$ cat config.mk
export PLATFORM = sky130hd
export DESIGN_NAME = key_bounce_gen
export DESIGN_NICKNAME = d
export VERILOG_FILES = /design/src/rtl/key_pkg.sv /design/src/rtl/lfsr16.sv /design/src/rtl/key_bounce_gen.sv
export SDC_FILE = /design/constraint.sdc
export NUM_CORES = 1
export LEC_CHECK = 0
export CAP_MARGIN = 20
export CORE_MARGIN = 2
export CORE_UTILIZATION = 65
export CTS_CLUSTER_DIAMETER = 200
export CTS_CLUSTER_SIZE = 40
export DETAILED_ROUTE_END_ITERATION = 12
export DONT_BUFFER_PORTS = 1
export PLACE_DENSITY = 0.88
export SLEW_MARGIN = 20
export SYNTH_ARGS = -nofsm -noshare
export SYNTH_HDL_FRONTEND = slang
export SYNTH_SLANG_ARGS = --single-unit
export TNS_END_PERCENT = 1
$ cat constraint.sdc
create_clock -name sys_clk -period 5.1 [get_ports sys_clk]
set_input_delay 0.765 -clock sys_clk [delete_from_list [all_inputs] [get_ports sys_clk]]
set_output_delay 0.765 -clock sys_clk [all_outputs]
set_load 0.01 [all_outputs]
$ cat src/rtl/key_pkg.sv
// Shared definitions for emulated-key blocks: LFSR seed/taps, bounce FSM states.
package key_pkg;

  localparam logic [15:0] LFSR_SEED = 16'hACE1;

  // Bit indices of taps 16, 14, 13, 11 in a 16-bit register
  localparam int LFSR_TAP_A = 15;
  localparam int LFSR_TAP_B = 13;
  localparam int LFSR_TAP_C = 12;
  localparam int LFSR_TAP_D = 10;

  typedef enum logic [2:0] {
    IDLE      = 3'd0,
    PRESS_BNC = 3'd1,
    HOLD      = 3'd2,
    REL_BNC   = 3'd3,
    DONE      = 3'd4
  } key_state_t;

  function automatic logic [15:0] lfsr_next(input logic [15:0] v);
    return {v[14:0], v[LFSR_TAP_A] ^ v[LFSR_TAP_B] ^ v[LFSR_TAP_C] ^ v[LFSR_TAP_D]};
  endfunction

endpackage

$ cat src/rtl/lfsr16.sv
// Free-running 16-bit Fibonacci LFSR, seeded on reset.
module lfsr16
  import key_pkg::*;
(
  input  logic        sys_clk,
  input  logic        sys_rst,
  output logic [15:0] value
);

  always_ff @(posedge sys_clk) begin
    if (sys_rst) value <= LFSR_SEED;
    else         value <= lfsr_next(value);
  end

endmodule

$ cat src/rtl/key_bounce_gen.sv
// Mechanical key emulator: one press_req yields a bounced fall, a long low hold,
// a bounced rise and a one-cycle done pulse.
module key_bounce_gen
  import key_pkg::*;
#(
  parameter logic [15:0] BOUNCE_MASK = 16'h0FFF,
  parameter logic [3:0]  BOUNCE_NUM  = 4'd7,
  parameter logic [25:0] HOLD_CNT    = 26'd49_999_999
) (
  input  logic sys_clk,
  input  logic sys_rst,
  input  logic press_req,
  output logic key_out,
  output logic busy,
  output logic done
);

  key_state_t  state, state_nxt;
  logic        key_nxt;
  logic [3:0]  bcnt, bcnt_nxt;
  logic [15:0] ivl, ivl_nxt;
  logic [25:0] hold, hold_nxt;
  logic [15:0] lfsr_val;
  logic [15:0] masked;
  logic [15:0] ivl_load;

  lfsr16 u_lfsr (
    .sys_clk (sys_clk),
    .sys_rst (sys_rst),
    .value   (lfsr_val)
  );

  // Saturate so an all-ones mask and value can never wrap the interval to 0
  assign masked   = lfsr_val & BOUNCE_MASK;
  assign ivl_load = (masked == 16'hFFFF) ? 16'hFFFF : masked + 16'd1;

  always_comb begin
    state_nxt = state;
    key_nxt   = key_out;
    bcnt_nxt  = bcnt;
    ivl_nxt   = ivl;
    hold_nxt  = hold;
    case (state)
      IDLE: begin
        if (press_req) begin
          state_nxt = PRESS_BNC;
          key_nxt   = 1'b0;
          bcnt_nxt  = 4'd1;
          ivl_nxt   = ivl_load;
        end
      end
      PRESS_BNC, REL_BNC: begin
        if (ivl <= 16'd1) begin
          if (bcnt < BOUNCE_NUM) begin
            key_nxt  = ~key_out;
            bcnt_nxt = bcnt + 4'd1;
            ivl_nxt  = ivl_load;
          end else if (state == PRESS_BNC) begin
            state_nxt = HOLD;
            hold_nxt  = HOLD_CNT;
            ivl_nxt   = 16'd0;
          end else begin
            state_nxt = DONE;
            ivl_nxt   = 16'd0;
          end
        end else begin
          ivl_nxt = ivl - 16'd1;
        end
      end
      HOLD: begin
        if (hold <= 26'd1) begin
          state_nxt = REL_BNC;
          key_nxt   = 1'b1;
          bcnt_nxt  = 4'd1;
          ivl_nxt   = ivl_load;
          hold_nxt  = 26'd0;
        end else begin
          hold_nxt = hold - 26'd1;
        end
      end
      DONE: begin
        state_nxt = IDLE;
        bcnt_nxt  = 4'd0;
      end
      default: state_nxt = IDLE;
    endcase
  end

  // busy/done are registered from the next state so they align with it
  always_ff @(posedge sys_clk) begin
    if (sys_rst) begin
      state   <= IDLE;
      key_out <= 1'b1;
      bcnt    <= 4'd0;
      ivl     <= 16'd0;
      hold    <= 26'd0;
      busy    <= 1'b0;
      done    <= 1'b0;
    end else begin
      state   <= state_nxt;
      key_out <= key_nxt;
      bcnt    <= bcnt_nxt;
      ivl     <= ivl_nxt;
      hold    <= hold_nxt;
      busy    <= (state_nxt != IDLE);
      done    <= (state_nxt == DONE);
    end
  end

endmodule

==> results of run 1 <==
==> flip-flops by register name, summed over array words and instances, names as in the netlist <==
name and flops:
u_lfsr.value 16, bcnt 4, ivl 16, done 1, busy 1, key_out 1
state 3, hold 26
==> power breakdown <==
part / internal (uW) / switching (uW)
registers: 559 / 34.0
logic: 69.3 / 116
clock network: 188 / 205
==> cell families after synthesis <==
family	Yosys count
buffers and inverters	27
XOR/XNOR	21
flip-flops	68
adder cells (fa/ha/maj)	6
AND/OR/NAND/NOR	197
AO/OA/AOI/OAI	110
==> worst max-delay path by stage <==
stage	endpoint	slack, ns	depth (start not counted)
after detailed placement	bcnt[2]	2.48	6
after CTS	hold[16]	2.47	7
after global placement	bcnt[3]	2.56	6
after global routing	bcnt[2]	2.17	6
after floorplan	hold[25]	2.92	6
final	hold[10]	2.38	6
==> layer usage <==
metal | part of all wire, % | up-vias | GRT usage, %
met5 | 0 | - | 0
met4 | 2.7 | 0 | 13.5
met3 | 6.0 | 29 | 7.24
met2 | 49 | 123 | 48.8
met1 | 42 | 1523 | 33.9
li1 | - | 1582 | -
==> placed cells by master (no fill, tap or decap), types with 7 or more instances in the layout <==
cell type and n:
dfxtp_1 68, nor2_1 44, nand2_1 33, a21oi_1 31
nor3_1 22, o21ai_0 22, nand3_1 17, xor2_1 13
or2_2 13, inv_1 12, nor4_1 11, a211oi_1 11
a311oi_1 11, nor2b_1 10, clkbuf_8 10, xnor2_1 8
nand2b_1 7
==> cell type report <==
type	count	area, um^2
tap	72	90.1
inverter	12	45.0
fill	434	1640
timing repair buffer	2	15.0
clock buffer	12	145
sequential	68	1360
multi-input combinational	334	2080
clock inverter	4	25.0
==> stage by stage <==
step	instance area, um^2	cells	power, uW	util, %	hold WS (ns)
5_1_grt	3770	504	1230	69.7	0.458
3_5_place_dp	3600	488	784	66.5	0.398
4_1_cts	3770	504	1170	69.7	0.413
6_report	3770	504	1170	69.7	0.411
3_3_place_gp	3600	488	778	66.5	0.393
2_1_floorplan	3590	429	744	-	0.389
==> key figures, run 1 <==
Status
  • Status: complete, no violations

GRT
  • Global route overflow: 0
  • Antenna violations before repair: 0
  • Vias in the first global route: 3168
  • Maximum number of pins on one net before global-route repair: 38
  • First-pass GRT wire length: 14200 um
  • Total GRT Usage: 28.7%

Drt
  • Final WL: 8230 um
  • DRC Markers: 0
  • Routed via count: 3257
  • Via density: 6.46
  • Avg WL per Cell: 16.3 um
  • First-pass iteration count of the detailed router: 5
  • Post-route ant nets: 0
  • DRT iter0 DRCs: 321

Yosys
  • Main combinational cell family by area after synthesis: simple AND/OR/NAND/NOR gates
  • Ys flop type: dfxtp_1
  • Most numerous cell in the Yosys netlist: dfxtp_1
  • Mux cell area share after synthesis: 0%
  • Syn nets: 438
  • Share of the synthesized area in the top cell type: 38.0%
  • Compound-Gate Fraction of Synth Area: 20.9%
  • Yosys reg bits: 68
  • Number of synthesized flops with an enable pin: 0
  • YS warnings: 0
  • Post-synth top cells: dfxtp_1 (68), nor2_1 (44), nand2_1 (33)
  • Post-synth top area cell: dfxtp_1
  • Largest cells by area after synthesis: dfxtp_1 (38%), nor2_1 (4.6%), a21oi_1 (4.3%)
  • Post-Synth Simple-Gate Area: 30.0%
  • Post-Syn Area: 3590 um^2
  • Ys async rst share: 0%
  • Post-Synth XOR/XNOR Area: 5.13%
  • Yosys cell types: 62
  • Syn_area_per_cell: 8.36 um^2
  • Synth Instances: 429
  • Synth Area in Adders: 2.09%
  • Sequential-to-total area share from yosys stat: 38.0%

Timing
  • Setup violators final: 0
  • RSZ-0062 raised after global routing: false
  • Worst clock skew: 0.00357 ns
  • Setup tns final: 0 ns
  • Post-route clock period utilization: 53.3%
  • Final hold vios: 0
  • Relative slew margins: 33.5%
  • Fin crit period: 2.72 ns
  • Fmax: 368 MHz
  • Worst slew pin tran: 0.997 ns
  • Final worst setup slack: 2.38 ns
  • Max-slew violations: 0

Floorplanning
  • Die Y: 78.3 um
  • Core area: 5410 um^2
  • Die Width: 78.3 um
  • Row count: 27
  • DIE AREA: 6130 um^2
  • Ports: 6
  • Initial Util: 66.3%

Cells and area
  • Layout area overhead: 5.02%
  • N_diodes: 0
  • Net count, final: 436
  • Layout cells sized above 1: 11.1%

Placement
  • Routability cong.: 0.899
  • Pre-CTS setup slack: 2.48 ns
  • Buffers on Ports: 0
  • Dpl hpwl: 5590 um

Worst hold path
  • Hold path startpoint: u_lfsr.value[14]
  • HP Class: register to register
  • Worst Hold Path Cells: 1
  • Hold Path End: u_lfsr.value[15]

Critical path
  • Critical path's largest stage delay: 0.69 ns
  • Reg-to-reg setup timing slack: 2.38 ns
  • Crit-path cells: nor4_1 -> nand2_1 -> nor4_1 -> a31oi_1 -> o21bai_2 -> nor2_1
  • Buf+Inv Stages, Crit Path: 0
  • R2R Path End: hold[10]
  • Critical path origin: hold[14]
  • CP Capture Type: register
  • Max FO, Critical Path: 8
  • Worst Setup Path Type: register to register
  • Worst setup SP type: register
  • Worst reg2reg path startpoint: hold[14]
  • Family with the most delay on the worst path: simple AND/OR/NAND/NOR gates
  • Most common cell type on the critical path: nor4_1
  • Reg2reg path depth: 6
  • WP data arrival: 2.95 ns
  • Slowest-stage cell, CP: nor4_1
  • Critical Path RT: 5.33 ns

Clocking
  • Clk pin slew, worst setup/hold paths: 0.07 ns
  • Root Driver: clkbuf_8
  • CTS buffer count: 9
  • CTS Buffer Depth: 2
  • Worst skew pair latency: 0.35 ns
  • Clk sink count: 68
  • TritonCTS clock tree: yes
  • H-tree levels: 3
  • CTS Hold Bufs: 0
  • Setup bufs post-CTS: 0
  • Post_cts resized: 0

Flow run
  • Max cap viols: 0

Pwr
  • Power density cells: 311 nW/um^2
  • Static Leak: 0.00138 uW
  • Max VDD drop: 0.226 mV
Power figures use the tool's default switching activity.
==> run 2, diff against run 1 <==
--- a/config.mk
+++ b/config.mk
@@ -7,12 +7,12 @@
 export LEC_CHECK = 0
 export CAP_MARGIN = 20
 export CORE_MARGIN = 2
-export CORE_UTILIZATION = 65
+export CORE_UTILIZATION = 57
 export CTS_CLUSTER_DIAMETER = 200
 export CTS_CLUSTER_SIZE = 40
 export DETAILED_ROUTE_END_ITERATION = 12
 export DONT_BUFFER_PORTS = 1
-export PLACE_DENSITY = 0.88
+export PLACE_DENSITY = 0.82
 export SLEW_MARGIN = 20
 export SYNTH_ARGS = -nofsm -noshare
 export SYNTH_HDL_FRONTEND = slang
==> constraint.sdc (replaced) <==
create_clock -name sys_clk -period 2.3 [get_ports sys_clk]
set_input_delay 0.345 -clock sys_clk [delete_from_list [all_inputs] [get_ports sys_clk]]
set_output_delay 0.345 -clock sys_clk [all_outputs]
set_load 0.01 [all_outputs]
==> key figures, run 2 (synthesis results as in run 1) <==
Critical path
  • Family with the most delay on the worst path: simple AND/OR/NAND/NOR gates
  • Most common cell type on the critical path: o21ai_0
  • Critical path origin: ivl[9]
  • Worst Setup Path Type: register to register
  • Worst reg2reg path startpoint: ivl[9]
  • Reg-to-reg setup timing slack: 0.03 ns (-2.35 ns)
  • Critical Path RT: 2.52 ns (-2.81 ns)
  • Max FO, Critical Path: 8 (unchanged)
  • R2R Path End: ivl[9]
  • Reg2reg path depth: 7 (+1)
  • Critical path's largest stage delay: 0.57 ns (-0.12 ns)
  • WP data arrival: 2.49 ns (-0.46 ns)
  • Buf+Inv Stages, Crit Path: 1 (+1)
  • CP Capture Type: register
  • Worst setup SP type: register
  • Slowest-stage cell, CP: or4_1
  • Crit-path cells: or4_1 -> nor4b_4 -> a41o_1 -> buf_4 -> a211oi_1 -> o21ai_0 -> o21ai_0

Clocking
  • Worst skew pair latency: 0.34 ns (about the same)
  • CTS Hold Bufs: 0 (unchanged)
  • Clk sink count: 68 (unchanged)
  • CTS Buffer Depth: 2 (unchanged)
  • CTS buffer count: 9 (unchanged)
  • Clk pin slew, worst setup/hold paths: 0.07 ns (about the same)
  • H-tree levels: 3 (unchanged)
  • Setup bufs post-CTS: 0 (unchanged)
  • TritonCTS clock tree: yes
  • Root Driver: clkbuf_8

GRT
  • Vias in the first global route: 3101 (-2.1%)
  • Antenna violations before repair: 0 (unchanged)
  • Maximum number of pins on one net before global-route repair: 38 (unchanged)
  • Global route overflow: 0 (unchanged)
  • Total GRT Usage: 25.0% (-3.7 points)
  • First-pass GRT wire length: 14500 um (+2.1%)

Timing
  • Worst slew pin tran: 0.497 ns (-0.501 ns)
  • Fmax: 440 MHz (+20%)
  • Relative slew margins: 66.7% (+33 points)
  • Max-slew violations: 0 (unchanged)
  • Final hold vios: 0 (unchanged)
  • Post-route clock period utilization: 98.7% (+45 points)
  • Fin crit period: 2.27 ns (-0.450 ns)
  • RSZ-0062 raised after global routing: true
  • Worst clock skew: 0.0113 ns (+0.00769 ns)
  • Setup tns final: 0 ns (unchanged)
  • Setup violators final: 0 (unchanged)

Floorplanning
  • Core area: 5990 um^2 (+11%)
  • DIE AREA: 6940 um^2 (+13%)
  • Die Y: 83.3 um (+6.4%)
  • Ports: 6 (unchanged)
  • Initial Util: 59.9% (-6.5 points)
  • Die Width: 83.3 um (+6.4%)
  • Row count: 28 (+3.7%)

Cells and area
  • Final instance area: 4050 um^2 (+7.5%)
  • Final core occ: 67.6% (-2.1 points)
  • Largest registers: hold x26, ivl x16, u_lfsr.value x16
  • Largest Register: hold
  • Finished Layout Cells: 533 (+5.8%)
  • N_diodes: 0 (unchanged)
  • Net count, final: 462 (+6.0%)
  • Most common cell after layout, fill and taps aside: dfxtp_1
  • Commonest cells after routing, fill and taps aside: dfxtp_1 (66), nor2_1 (41), nand2_1 (32)
  • Layout cells sized above 1: 18.8% (+7.7 points)
  • Layout area overhead: 12.9%
  • Max reg flops: 26 (unchanged)

Placement
  • Post-DP Area: 3820 um^2 (+6.2%)
  • Buffers on Ports: 0 (unchanged)
  • Routability cong.: 0.870 (-3.2%)
  • Dpl hpwl: 5900 um (+5.5%)
  • DP Cell Count: 517 (+5.9%)

Drt
  • Routed via count: 3402 (+4.5%)
  • DRC Markers: 0 (unchanged)
  • Avg WL per Cell: 16.3 um (-0.14%)
  • First-pass iteration count of the detailed router: 5 (unchanged)
  • Final WL: 8690 um (+5.6%)
  • Via density: 6.38 (-1.2%)
  • Post-route ant nets: 0 (unchanged)
  • DRT iter0 DRCs: 340 (+5.9%)

Pwr
  • Overall power: 2680 uW (+130%)
  • Power density cells: 662 nW/um^2 (+110%)
  • Static Leak: 0.00153 uW (+11%)
  • Max VDD drop: 0.462 mV (+100%)

Worst hold path
  • Hold path startpoint: sys_rst
  • Worst Hold Path Cells: 1 (unchanged)
  • HP Class: primary input to register
  • Hold Path End: ivl[0]

Status
  • Status: complete, no violations

Flow run
  • Max cap viols: 0 (unchanged)
run 2: power breakdown:
| part | leakage [uW] | internal [uW] | switching, uW |
|---|---|---|---|
| clock | 0.0000824 | 418 | 444 |
| sequential | 0.000557 | 1240 | 78.8 |
| combinational | 0.000888 | 214 | 285 |
| total | 0.00153 | 1870 | 807 |
run 2: worst max path at each step:
stage | cells past startpoint | slack, ns | to
floorplan | 6 | 0.12 | hold[25]
global placement | 6 | 0.12 | hold[25]
detailed placement | 6 | 0.05 | bcnt[1]
CTS | 6 | 0.02 | bcnt[1]
global route | 6 | -0.09 | bcnt[1]
finish | 7 | 0.03 | ivl[9]
run 2: repair_timing:
action | in CTS | in global routing
endpoints found under the hold margin | 0 | 0
resized for setup | 0 | 14
setup endpoints to repair | 0 | 33
run 2: routing by layer:
layer	GRT usage (%)	wire length [um]	vias to the layer above
met2	38.3	3980	166
met1	35.3	3960	1581
met4	8.94	138	0
li1	-	-	1637
met3	4.47	610	18
met5	0	0	-
run 2: metrics by stage:
step / setup WS (ns) / hold slack (ns)
2_1_floorplan: 0.122 / 0.389
3_3_place_gp: 0.118 / 0.393
3_5_place_dp: 0.0524 / 0.397
4_1_cts: 0.0212 / 0.0582
5_1_grt: -0.0939 / 0.0508
6_report: 0.0295 / 0.0646
run 2: worst reg2reg max path, stage by stage, from the launching register on:
cell and delay [ns]:
dfxtp_1 0.39, or4_1 0.57, nor4b_4 0.35, a41o_1 0.30, buf_4 0.16, a211oi_1 0.04
o21ai_0 0.20, o21ai_0 0.13
run 2: layout make-up:
cell class / count / area [um^2]
clock buffer: 12 / 145
clock inverter: 4 / 25.0
fill: 464 / 1940
inverter: 12 / 45.0
multi-input combinational: 334 / 2140
sequential: 68 / 1360
tap: 75 / 93.8
timing repair buffer: 28 / 235
==> run 3, diff against run 2 <==
--- a/config.mk
+++ b/config.mk
@@ -13,6 +13,7 @@
 export DETAILED_ROUTE_END_ITERATION = 12
 export DONT_BUFFER_PORTS = 1
 export PLACE_DENSITY = 0.82
+export SETUP_SLACK_MARGIN = 0.5
 export SLEW_MARGIN = 20
 export SYNTH_ARGS = -nofsm -noshare
 export SYNTH_HDL_FRONTEND = slang
==> key figures, run 3 (synthesis results as in run 1) <==
GRT
  • Antenna violations before repair: 0 (unchanged)
  • Total GRT Usage: 26.5% (+1.5 points)
  • Grt met2 use: 44.1% (+5.9 points)
  • Vias in the first global route: 3178 (+2.5%)
  • First-pass GRT wire length: 15300 um (+5.5%)
  • Grt met3 use: 3.88% (-0.60 points)
  • Met1 usage: 35.0% (-0.25 points)
  • Gr busiest metal: met2
  • Maximum number of pins on one net before global-route repair: 38 (unchanged)
  • Global route overflow: 0 (unchanged)

Timing
  • RSZ-0062 raised after global routing: true
  • Worst slew pin tran: 0.665 ns (+0.168 ns)
  • Max-slew violations: 0 (unchanged)
  • Final worst setup slack: -0.128 ns (-0.157 ns)
  • Fin crit period: 2.43 ns (+0.157 ns)
  • Post-route clock period utilization: 106% (+6.8 points)
  • Worst clock skew: 0.0120 ns (+0.000748 ns)
  • Final hold vios: 0 (unchanged)
  • Relative slew margins: 55.7% (-11 points)
  • Fmax: 412 MHz (-6.5%)
  • Setup violators final: 17 (+17)

Critical path
  • WP data arrival: 2.63 ns (+0.14 ns)
  • Worst setup SP type: register
  • Critical path's largest stage delay: 0.51 ns (-0.06 ns)
  • Slowest-stage cell, CP: or4_4
  • Crit-path cells: nor4_1 -> buf_4 -> nand2_1 -> or4_4 -> nor3_1 -> a311oi_2
  • CP Capture Type: register
  • Worst Setup Path Type: register to register
  • Cell count along the critical path: 6 (-1)
  • Reg2reg path depth: 6 (-1)
  • Buf+Inv Stages, Crit Path: 1 (unchanged)
  • Max FO, Critical Path: 7 (-1)
  • Family with the most delay on the worst path: simple AND/OR/NAND/NOR gates
  • Critical Path RT: 2.50 ns (-0.02 ns)

Pwr
  • Psw: 978 uW (+21%)
  • Sw Ratio: 32.6% (+2.4 points)
  • Static Leak: 0.00164 uW (+7.4%)
  • Comb power frac: 22.5% (+3.9 points)
  • Proportion of power drawn by flip-flops and latches: 44.8% (-4.4 points)
  • Max VDD drop: 0.486 mV (+5.1%)
  • Clock power frac: 32.7% (+0.6 points)
  • Internal power: 2020 uW (+8.1%)
  • Power density cells: 660 nW/um^2 (-0.30%)

Clocking
  • Worst skew pair latency: 0.35 ns (about the same)
  • H-tree levels: 3 (unchanged)
  • CTS Buffer Depth: 2 (unchanged)
  • CTS buffer count: 9 (unchanged)
  • CTS Hold Bufs: 0 (unchanged)
  • TritonCTS clock tree: yes
  • Clk pin slew, worst setup/hold paths: 0.08 ns (about the same)
  • Clk sink count: 68 (unchanged)
  • Root Driver: clkbuf_8

Cells and area
  • Most common cell after layout, fill and taps aside: dfxtp_1
  • Net count, final: 467 (+1.1%)
  • N_diodes: 0 (unchanged)
  • Layout cells sized above 1: 34.1% (+15 points)
  • Commonest cells after routing, fill and taps aside: dfxtp_1 (57), nor2_1 (39), nand2_1 (31)
  • Final core occ: 76.0% (+8.4 points)
  • Multi-input logic area: 2550 um^2 (+19%)
  • Largest registers: hold x26, ivl x16, u_lfsr.value x16
  • Final instance area: 4550 um^2 (+12%)
  • Layout area overhead: 26.9%
  • Largest Register: hold
  • Filler cells: 345 (-26%)
  • Max reg flops: 26 (unchanged)
  • Register area: 1380 um^2 (+1.4%)

Floorplanning
  • Initial Util: 59.9% (unchanged)
  • DIE AREA: 6940 um^2 (unchanged)
  • Die Width: 83.3 um (unchanged)
  • Core area: 5990 um^2 (unchanged)
  • Die Y: 83.3 um (unchanged)
  • Ports: 6 (unchanged)
  • Row count: 28 (unchanged)

Worst hold path
  • HP Class: primary input to register
  • Worst Hold Path Cells: 1 (unchanged)

Placement
  • Post-DP Area: 3800 um^2 (-0.49%)
  • Buffers on Ports: 0 (unchanged)
  • Pre-CTS setup slack: 0.0437 ns (-0.00871 ns)
  • Routability cong.: 0.916 (+5.3%)
  • Dpl hpwl: 5930 um (+0.53%)

Drt
  • First-pass iteration count of the detailed router: 5 (unchanged)
  • DRC Markers: 0 (unchanged)
  • Routed via count: 3786 (+11%)
  • DRT iter0 DRCs: 517 (+52%)
  • Post-route ant nets: 0 (unchanged)
  • Final WL: 11300 um (+30%)
  • Avg WL per Cell: 20.9 um (+28%)
  • Via density: 7.04 (+10%)

Flow run
  • Max cap viols: 0 (unchanged)

Status
  • Failing checks: setup timing
  • Status: finished with violations
## run 3: power groups by stage
stage	Sequential [uW]	Combinational, uW	Clock, uW
2_1_floorplan	1320	329	0
3_3_place_gp	1340	456	0
3_5_place_dp	1340	468	0
4_1_cts	1310	488	965
5_1_grt	1350	716	1030
6_report	1340	676	981
## run 3: metrics by stage
stage               hold slack (ns)  TNS, ns  power, uW  instances
floorplan                     0.389        0       1650        429
global placement              0.392        0       1790        516
detailed placement            0.398        0       1810        516
CTS                          0.0543        0       2770        536
global route                 0.0292    -1.37       3100        538
finish                       0.0556   -0.880       3000        538
## run 3: path summary, 6_finish.rpt
path                                       start               end  slack [ns]
worst max-delay path                     hold[3]          hold[25]       -0.13
worst min-delay path                     sys_rst           ivl[14]        0.06
worst max register to register           hold[3]          hold[25]       -0.13
worst min register to register  u_lfsr.value[14]  u_lfsr.value[15]        0.41
## run 3: timing repair
item	CTS	global route
resized for setup	11	107
setup buffers	4	2
endpoints found under the setup margin	48	51
pin swaps	5	68
## run 3: metal layers
metal | routed length (um) | vias up
li1 | - | 1650
met1 | 4350 | 1763
met2 | 5160 | 284
met3 | 1000 | 89
met4 | 740 | 0
met5 | 0 | -
## run 3: layout make-up
type	instances	area share, %
multi-input cells	334	56.0
flip-flops and latches	68	30.4
repair buffers	33	6.41
clock buffers	9	2.72
well taps	75	2.06
clock inverters	7	1.48
inverters	12	0.990
## run 3: worst reg2reg max path, stage by stage, from the launching register on
cell      delay (ns)
dfxtp_1         0.42
nor4_1          0.50
buf_4           0.24
nand2_1         0.15
or4_4           0.51
nor3_1          0.32
a311oi_2        0.15
